$ cat src/rtl/regfile_mp_pkg.sv
// regfile_pkg: shared helpers, reset constant and port-count limits for regfile_mp
package regfile_pkg;
  localparam int MAX_RD = 4;
  localparam int MAX_WR = 2;
  localparam bit XZERO = 1'b0;
  function automatic int AW_OF(input int n);
    return (n > 1) ? $clog2(n) : 1;
  endfunction
  function automatic bit ports_ok(input int nrd, input int nwr);
    return nrd >= 1 && nrd <= MAX_RD && nwr >= 1 && nwr <= MAX_WR;
  endfunction
endpackage

$ cat src/rtl/regfile_mp_if.sv
// regfile_mp_if: read, write and busy-set bus of the multi-port register file
interface regfile_mp_if import regfile_pkg::*; #(
  parameter int XLEN   = 32,
  parameter int NREGS  = 32,
  parameter int NUM_RD = 2,
  parameter int NUM_WR = 2
);
  localparam int AW = AW_OF(NREGS);
  logic                   rd_en;
  logic [NUM_RD*AW-1:0]   rd_addr;
  logic [NUM_RD*XLEN-1:0] rd_data;
  logic [NUM_RD-1:0]      rd_busy;
  logic [NUM_WR-1:0]      wr_en;
  logic [NUM_WR*AW-1:0]   wr_addr;
  logic [NUM_WR*XLEN-1:0] wr_data;
  logic                   bs_en;
  logic [AW-1:0]          bs_addr;
  logic                   any_busy;
  modport master (
    output rd_en, rd_addr, wr_en, wr_addr, wr_data, bs_en, bs_addr,
    input  rd_data, rd_busy, any_busy
  );
  modport slave (
    input  rd_en, rd_addr, wr_en, wr_addr, wr_data, bs_en, bs_addr,
    output rd_data, rd_busy, any_busy
  );
endinterface

$ cat src/rtl/regfile_mp_scoreboard.sv
// regfile_scoreboard: per-register pending-write bits; set beats clear since the newer producer is still outstanding
module regfile_scoreboard import regfile_pkg::*; #(
  parameter int NREGS    = 32,
  parameter int NUM_WR   = 2,
  parameter int ZERO_REG = 1,
  localparam int AW      = AW_OF(NREGS)
) (
  input  logic                 clk,
  input  logic                 rstn,
  input  logic [NUM_WR-1:0]    wr_en_i,
  input  logic [NUM_WR*AW-1:0] wr_addr_i,
  input  logic                 bs_en_i,
  input  logic [AW-1:0]        bs_addr_i,
  output logic [NREGS-1:0]     next_busy_o,
  output logic                 any_busy_o
);
  logic [NREGS-1:0] busy_q;
  logic             any_busy_q;
  always_comb begin
    next_busy_o = busy_q;
    for (int j = 0; j < NUM_WR; j++)
      if (wr_en_i[j]) next_busy_o[wr_addr_i[j*AW +: AW]] = 1'b0;
    if (bs_en_i && !(ZERO_REG != 0 && bs_addr_i == '0)) next_busy_o[bs_addr_i] = 1'b1;
  end
  always_ff @(posedge clk) begin
    if (!rstn) begin
      busy_q     <= '0;
      any_busy_q <= 1'b0;
    end else begin
      busy_q     <= next_busy_o;
      any_busy_q <= |next_busy_o;
    end
  end
  assign any_busy_o = any_busy_q;
endmodule

$ cat src/rtl/regfile_mp.sv
// regfile_mp: N-read/M-write register file with registered write-first reads, stall-hold and busy scoreboard
module regfile_mp import regfile_pkg::*; #(
  parameter int XLEN     = 32,
  parameter int NREGS    = 32,
  parameter int NUM_RD   = 2,
  parameter int NUM_WR   = 2,
  parameter int ZERO_REG = 1
) (
  input logic        clk,
  input logic        rstn,
  regfile_mp_if.slave bus
);
  localparam int AW = AW_OF(NREGS);
  if (!ports_ok(NUM_RD, NUM_WR)) begin : g_bad_ports
    $error("regfile_mp: NUM_RD must be 1..4 and NUM_WR 1..2");
  end
  logic [XLEN-1:0]  regs_q [NREGS];
  logic [XLEN-1:0]  regs_d [NREGS];
  logic [NREGS-1:0] next_busy;
  // later ports overwrite earlier ones, so the highest enabled index wins; reads see regs_d (write-first)
  always_comb begin
    regs_d = regs_q;
    for (int j = 0; j < NUM_WR; j++)
      if (bus.wr_en[j] && !(ZERO_REG != 0 && bus.wr_addr[j*AW +: AW] == '0))
        regs_d[bus.wr_addr[j*AW +: AW]] = bus.wr_data[j*XLEN +: XLEN];
  end
  always_ff @(posedge clk) begin
    if (!rstn) regs_q <= '{default: {XLEN{XZERO}}};
    else regs_q <= regs_d;
  end
  regfile_scoreboard #(.NREGS(NREGS), .NUM_WR(NUM_WR), .ZERO_REG(ZERO_REG)) u_sb (
    .clk        (clk),
    .rstn       (rstn),
    .wr_en_i    (bus.wr_en),
    .wr_addr_i  (bus.wr_addr),
    .bs_en_i    (bus.bs_en),
    .bs_addr_i  (bus.bs_addr),
    .next_busy_o(next_busy),
    .any_busy_o (bus.any_busy)
  );
  for (genvar k = 0; k < NUM_RD; k++) begin : g_rd
    logic [XLEN-1:0] data_q;
    logic [XLEN-1:0] data_d;
    logic            busy_q;
    logic            busy_d;
    logic [AW-1:0]   addr;
    assign addr   = bus.rd_addr[k*AW +: AW];
    assign data_d = bus.rd_en ? regs_d[addr] : data_q;
    assign busy_d = bus.rd_en ? next_busy[addr] : busy_q;
    always_ff @(posedge clk) begin
      if (!rstn) begin
        data_q <= {XLEN{XZERO}};
        busy_q <= 1'b0;
      end else begin
        data_q <= data_d;
        busy_q <= busy_d;
      end
    end
    assign bus.rd_data[k*XLEN +: XLEN] = data_q;
    assign bus.rd_busy[k]              = busy_q;
  end
endmodule

$ cat src/flat_wrapper.sv
// flat-port wrapper written by rule: the top's interface ports become plain ports
module regfile_mp_flat import regfile_pkg::*;
#(
  parameter int XLEN     = 32,
  parameter int NREGS    = 32,
  parameter int NUM_RD   = 2,
  parameter int NUM_WR   = 2,
  parameter int ZERO_REG = 1
)
  (clk, rstn, bus_rd_en, bus_rd_addr, bus_wr_en, bus_wr_addr, bus_wr_data, bus_bs_en, bus_bs_addr, bus_rd_data, bus_rd_busy, bus_any_busy);
  regfile_mp_if #(.XLEN(XLEN), .NREGS(NREGS), .NUM_RD(NUM_RD), .NUM_WR(NUM_WR)) bus_i ();
  input logic clk;
  input logic rstn;
  input wire logic [$bits(bus_i.rd_en)-1:0] bus_rd_en;
  input wire logic [$bits(bus_i.rd_addr)-1:0] bus_rd_addr;
  input wire logic [$bits(bus_i.wr_en)-1:0] bus_wr_en;
  input wire logic [$bits(bus_i.wr_addr)-1:0] bus_wr_addr;
  input wire logic [$bits(bus_i.wr_data)-1:0] bus_wr_data;
  input wire logic [$bits(bus_i.bs_en)-1:0] bus_bs_en;
  input wire logic [$bits(bus_i.bs_addr)-1:0] bus_bs_addr;
  output wire logic [$bits(bus_i.rd_data)-1:0] bus_rd_data;
  output wire logic [$bits(bus_i.rd_busy)-1:0] bus_rd_busy;
  output wire logic [$bits(bus_i.any_busy)-1:0] bus_any_busy;
  assign bus_i.rd_en = bus_rd_en;
  assign bus_i.rd_addr = bus_rd_addr;
  assign bus_i.wr_en = bus_wr_en;
  assign bus_i.wr_addr = bus_wr_addr;
  assign bus_i.wr_data = bus_wr_data;
  assign bus_i.bs_en = bus_bs_en;
  assign bus_i.bs_addr = bus_bs_addr;
  assign bus_rd_data = bus_i.rd_data;
  assign bus_rd_busy = bus_i.rd_busy;
  assign bus_any_busy = bus_i.any_busy;
  regfile_mp #(.XLEN(XLEN), .NREGS(NREGS), .NUM_RD(NUM_RD), .NUM_WR(NUM_WR), .ZERO_REG(ZERO_REG)) u_core (.clk(clk), .rstn(rstn), .bus(bus_i));
endmodule
$ cat config.mk
export PLATFORM = sky130hd
export DESIGN_NAME = regfile_mp_flat
export DESIGN_NICKNAME = d
export VERILOG_FILES = /design/src/rtl/regfile_mp_pkg.sv /design/src/rtl/regfile_mp_if.sv /design/src/rtl/regfile_mp_scoreboard.sv /design/src/rtl/regfile_mp.sv /design/src/flat_wrapper.sv
export SDC_FILE = /design/constraint.sdc
export NUM_CORES = 2
export LEC_CHECK = 0
export CAP_MARGIN = 20
export CORE_MARGIN = 2
export CORE_UTILIZATION = 25
export CTS_CLUSTER_DIAMETER = 50
export DETAILED_ROUTE_END_ITERATION = 8
export PLACE_DENSITY = 0.37
export SLEW_MARGIN = 20
export SYNTH_ARGS = -nofsm -noshare
export SYNTH_HDL_FRONTEND = slang
export SYNTH_SLANG_ARGS = --single-unit
$ cat constraint.sdc
create_clock -name clk -period 5.9 [get_ports clk]
set_clock_uncertainty 0.1 [all_clocks]
set_input_delay 0.885 -clock clk [delete_from_list [all_inputs] [get_ports clk]]
set_output_delay 0.885 -clock clk [all_outputs]
set_load 0.05 [all_outputs]
==> results <==
- The data required time at the worst endpoint is 6610 ps.
- Setup repair after global routing left no endpoint under its margin.
- The register bit total from synthesis is 1,123.
- The post-route netlist has 17.1% of its cells at a drive strength greater than 1.
- Entering global routing, the biggest net connects 143 pins.
- The completed layout was analyzed and its total power is 26,100 µW.
- In this run the mean area of a mapped cell was 7.72 µm².
- The area inside the core boundary is 0.276 mm².
- For this block, the initial DRC count from the detailed router was 14,500.
- The proportion of synthesized chip area in sequential cells is 32.5%.
- Max-cap violations in this run came to 0.
- sky130_fd_sc_hd__dfxtp_1 takes more of the synthesized area than any other cell.
- Before antenna repair, the detailed router went through 9 iterations.
- The switching component of the power is 8250 µW.
- In the synthesized netlist the async set-or-reset flop fraction comes to 0%.
- The gate count of the mapped netlist is 8,968.
- Of the total power, combinational logic draws 15.1%.
- The clock latency on the worst-skew pair is 970 ps.
- In the finished design, the share of the clock period the worst path needs comes to 85.7%.
- The number of setup buffers added after CTS is 0.
- The number of different library cells used by synthesis comes to 99.
- The deepest level of the CTS H-tree is 4.
- Sorting the synthesized cells by area gives the leading types as sky130_fd_sc_hd__dfxtp_1 (32%), sky130_fd_sc_hd__and2_1 (9.1%), sky130_fd_sc_hd__nand2_1 (7.1%), sky130_fd_sc_hd__mux4_2 (5.6%), sky130_fd_sc_hd__a31oi_1 (5.0%).
- Counting along the longest clock path gives a buffer depth of 4.
- At the pin with the least slew margin, the transition time is 1340 ps.
- Once the floorplan was initialized, standard cells occupied 25.1% of the core.
- The residual antenna-violating net count after detailed routing is 0.
- The clock net in this run drives a total of 1,123 sinks.
- Dividing total power by cell area gives a power density of 302 mW/mm².
- The worst slew margin relative to its limit is 10.2%.
- The clock edge transition at the registers on the reported setup and hold paths is 50 ps.
- The worst setup path is launched from an input pin.
- Sequential cells burn 30.2% of the power.
- The leakage power figure is 0.0320 µW.
- The worst vdd rail ir drop is 251 µV.
- The number of failing hold endpoints at the final stage is 0.
- The maximum achievable frequency is 198 MHz.
- In this run, post-CTS repair resized a total of 0 instances.
- The number of enable flip-flop cells after synthesis is 0.
- The cell at the root of the clock tree is sky130_fd_sc_hd__clkbuf_16.
- The number of placement rows is 193.
- The critical path capture point type is a flop.
- The floorplan step set the die height to 530 µm.
- Of all nets on the critical path, the largest fanout is 17.
- The final-stage net count is 9,168.
- The total cell area at the placement stage is 0.0779 mm².
- The global route total overflow is 0.
- The global-route wire length before repair is 749 mm.
- The arrival time reported for the critical path endpoint is 5760 ps.
- TritonCTS built the clock tree.
- The share of total power in the clock network is 54.7%.
- The cell area that synthesis handed to floorplanning was 0.0693 mm².
- The x dimension of the die is 530 µm.
- The aggregate routed wire length is 579 mm.
- The class of the worst hold path is input pin to flop.
- The number of nets produced by synthesis is 9,063.
- The number of antenna violations at the first check in global routing is 90.
- Dividing the detail-routed via count by the number of cells gives 6.47.
- The die covers 0.281 mm².
- The number of synthesis warnings is 0.
- Buffers placed on the I/O ports in this run total 161.
- The max-slew violation total from the final report is 0.
- Detailed placement ended at an HPWL of 395 mm.
- The final reports fail on design-rule violations.
- The DRC violations left is 15.
- Setup violations remaining at the end of the flow were counted as 0.
- The prevailing post-synth register cell is sky130_fd_sc_hd__dfxtp_1.
- Net switching is 31.7% of the power.
- The clock period could shrink to 5060 ps.
- The type of the worst setup path is input pin to flop.
- Of the post-synthesis cell area, the dominant cell type holds 32.5%.
- The via count of the first global-routing pass is 75,000.
- Pin placement for this block handled 162 I/O pins.
- The overall routing resource usage is 39.5%.
- The flow ran to the end, but the final reports show violations.
- The final design area excluding fillers is 0.0862 mm².
- The synthesis-to-finish area growth is 24.4%.
- The TritonCTS buffer count is 229.
- The via total after detailed routing is 84,300.
- Hold repair after CTS inserted 0 buffers.
- The internal power contribution is 17,800 µW.
- The final estimated routing congestion in global placement is 1.02.
- Dividing the detail-routed wire length by the instance count gives 44.4 µm.
-- routing by layer --
metal  track usage, %  vias up  wire length (µm)
li1                 -    32900                 -
met1             50.7    42400            227000
met2             54.9     7169            229000
met3             12.2     1879             71100
met4             29.3       30             51400
met5                0        -               309
-- path summary, 6_finish.rpt --
| kind | end | cells past startpoint | from | slack (ps) |
|---|---|---|---|---|
| setup / recovery | u_core.g_rd[0].data_q[29] | 12 | bus_wr_addr[0] | 840 |
| setup reg to reg | u_core.g_rd[0].data_q[24] | 8 | u_core.regs_q[248] | 2970 |
| hold / removal | u_core.g_rd[1].data_q[25] | 3 | bus_rd_en | 320 |
| hold reg to reg | u_core.regs_q[1004] | 2 | u_core.regs_q[1004] | 380 |
-- critical path, cell delays in order --
cell and delay, ps:
sky130_fd_sc_hd__clkdlybuf4s50_1 590, sky130_fd_sc_hd__buf_4 310, sky130_fd_sc_hd__nor2b_4 640, sky130_fd_sc_hd__nand2_2 610, sky130_fd_sc_hd__buf_4 380, sky130_fd_sc_hd__a32oi_1 160
sky130_fd_sc_hd__a21oi_1 120, sky130_fd_sc_hd__a22oi_1 460, sky130_fd_sc_hd__o211ai_1 240, sky130_fd_sc_hd__nor4_2 1010, sky130_fd_sc_hd__buf_4 270, sky130_fd_sc_hd__a311oi_1 50
-- cells in the mapped netlist (all sizes together), types with 9 or more instances --
cell and number:
nand2 1325, dfxtp 1123, and2 1012, nor2 875
clkbuf 597, a31oi 551, o21ai 546, buf 428
mux2i 326, a21oi 312, a32oi 305, nor3 191
nand3 185, mux4 171, a22oi 157, o22ai 148
a221oi 75, a211oi 51, nand4 50, o221ai 50
a32o 38, o211ai 38, a22o 33, and3 29
mux2 28, nor4 25, a21o 20, a221o 18
o31ai 18, inv 17, and4b 15, a2111oi 14
nor2b 11, or2 10, and3b 9, o2111ai 9
-- kinds of logic (layout without fill, tap and decap cells) --
group / Yosys count / after routing / share of synthesized area [%]
simple gates: 3799 / 3799 / 26.4
mux: 525 / 525 / 10.7
buf+inv: 1044 / 1338 / 6.60
compound gates: 2477 / 2477 / 23.8
flops: 1123 / 1123 / 32.5
other cells: 0 / 76 / 0
-- per-stage QoR --
step / std cells / setup WS, ps / utilization, % / hold WS [ps] / setup TNS (ps)
global route: 13000 / 1080 / 31.2 / 335 / 0
global placement: 12500 / -282 / 28.2 / 362 / -282
finish: 13000 / 842 / 31.2 / 321 / 0
floorplan: 8968 / 2650 / - / 343 / 0
CTS: 13000 / 1190 / 31.2 / 303 / 0
detailed placement: 12500 / 200 / 28.2 / 364 / 0
-- layout make-up --
type | count | area (µm²)
Clock buffer | 290 | 6350
Antenna cell | 76 | 190
Tap cell | 3705 | 4640
Fill cell | 29200 | 190000
Sequential cell | 1123 | 22500
Timing Repair Buffer | 899 | 7950
Inverter | 19 | 91.3
Multi-Input combinational cell | 6801 | 42700
Clock inverter | 130 | 1760
-- power groups by stage --
stage,registers (µW),clock network [µW],logic (µW)
floorplan,8060,0,1540
global placement,8030,0,3670
detailed placement,8030,0,3670
CTS,7870,14300,3680
global route,7880,14600,3820
finish,7880,14300,3920
-- placed cells by master, fill, tap and decap left out, types with 35 or more instances in the layout --
cell,instances
sky130_fd_sc_hd__a211oi_1,47
sky130_fd_sc_hd__a21oi_1,311
sky130_fd_sc_hd__a221oi_1,74
sky130_fd_sc_hd__a22oi_1,157
sky130_fd_sc_hd__a31oi_1,550
sky130_fd_sc_hd__a32o_1,38
sky130_fd_sc_hd__a32oi_1,304
sky130_fd_sc_hd__and2_1,1012
sky130_fd_sc_hd__buf_12,84
sky130_fd_sc_hd__buf_2,53
sky130_fd_sc_hd__buf_4,655
sky130_fd_sc_hd__bufinv_16,35
sky130_fd_sc_hd__clkbuf_16,231
sky130_fd_sc_hd__clkbuf_8,37
sky130_fd_sc_hd__clkdlybuf4s50_1,100
sky130_fd_sc_hd__clkinv_2,47
sky130_fd_sc_hd__dfxtp_1,1123
sky130_fd_sc_hd__diode_2,76
sky130_fd_sc_hd__mux2i_1,326
sky130_fd_sc_hd__mux4_2,171
sky130_fd_sc_hd__nand2_1,1269
sky130_fd_sc_hd__nand2_2,48
sky130_fd_sc_hd__nand3_1,185
sky130_fd_sc_hd__nand4_1,48
sky130_fd_sc_hd__nor2_1,817
sky130_fd_sc_hd__nor3_1,188
sky130_fd_sc_hd__o211ai_1,38
sky130_fd_sc_hd__o21ai_0,517
sky130_fd_sc_hd__o221ai_1,50
sky130_fd_sc_hd__o22ai_1,148
-- state kept, by name, indices dropped and copies added, names as in the netlist --
signal                  count
u_core.g_rd.busy_q          2
u_core.g_rd.data_q         64
u_core.regs_q            1024
u_core.u_sb.any_busy_o      1
u_core.u_sb.busy_q         32
(Power assumes the default switching activity.)
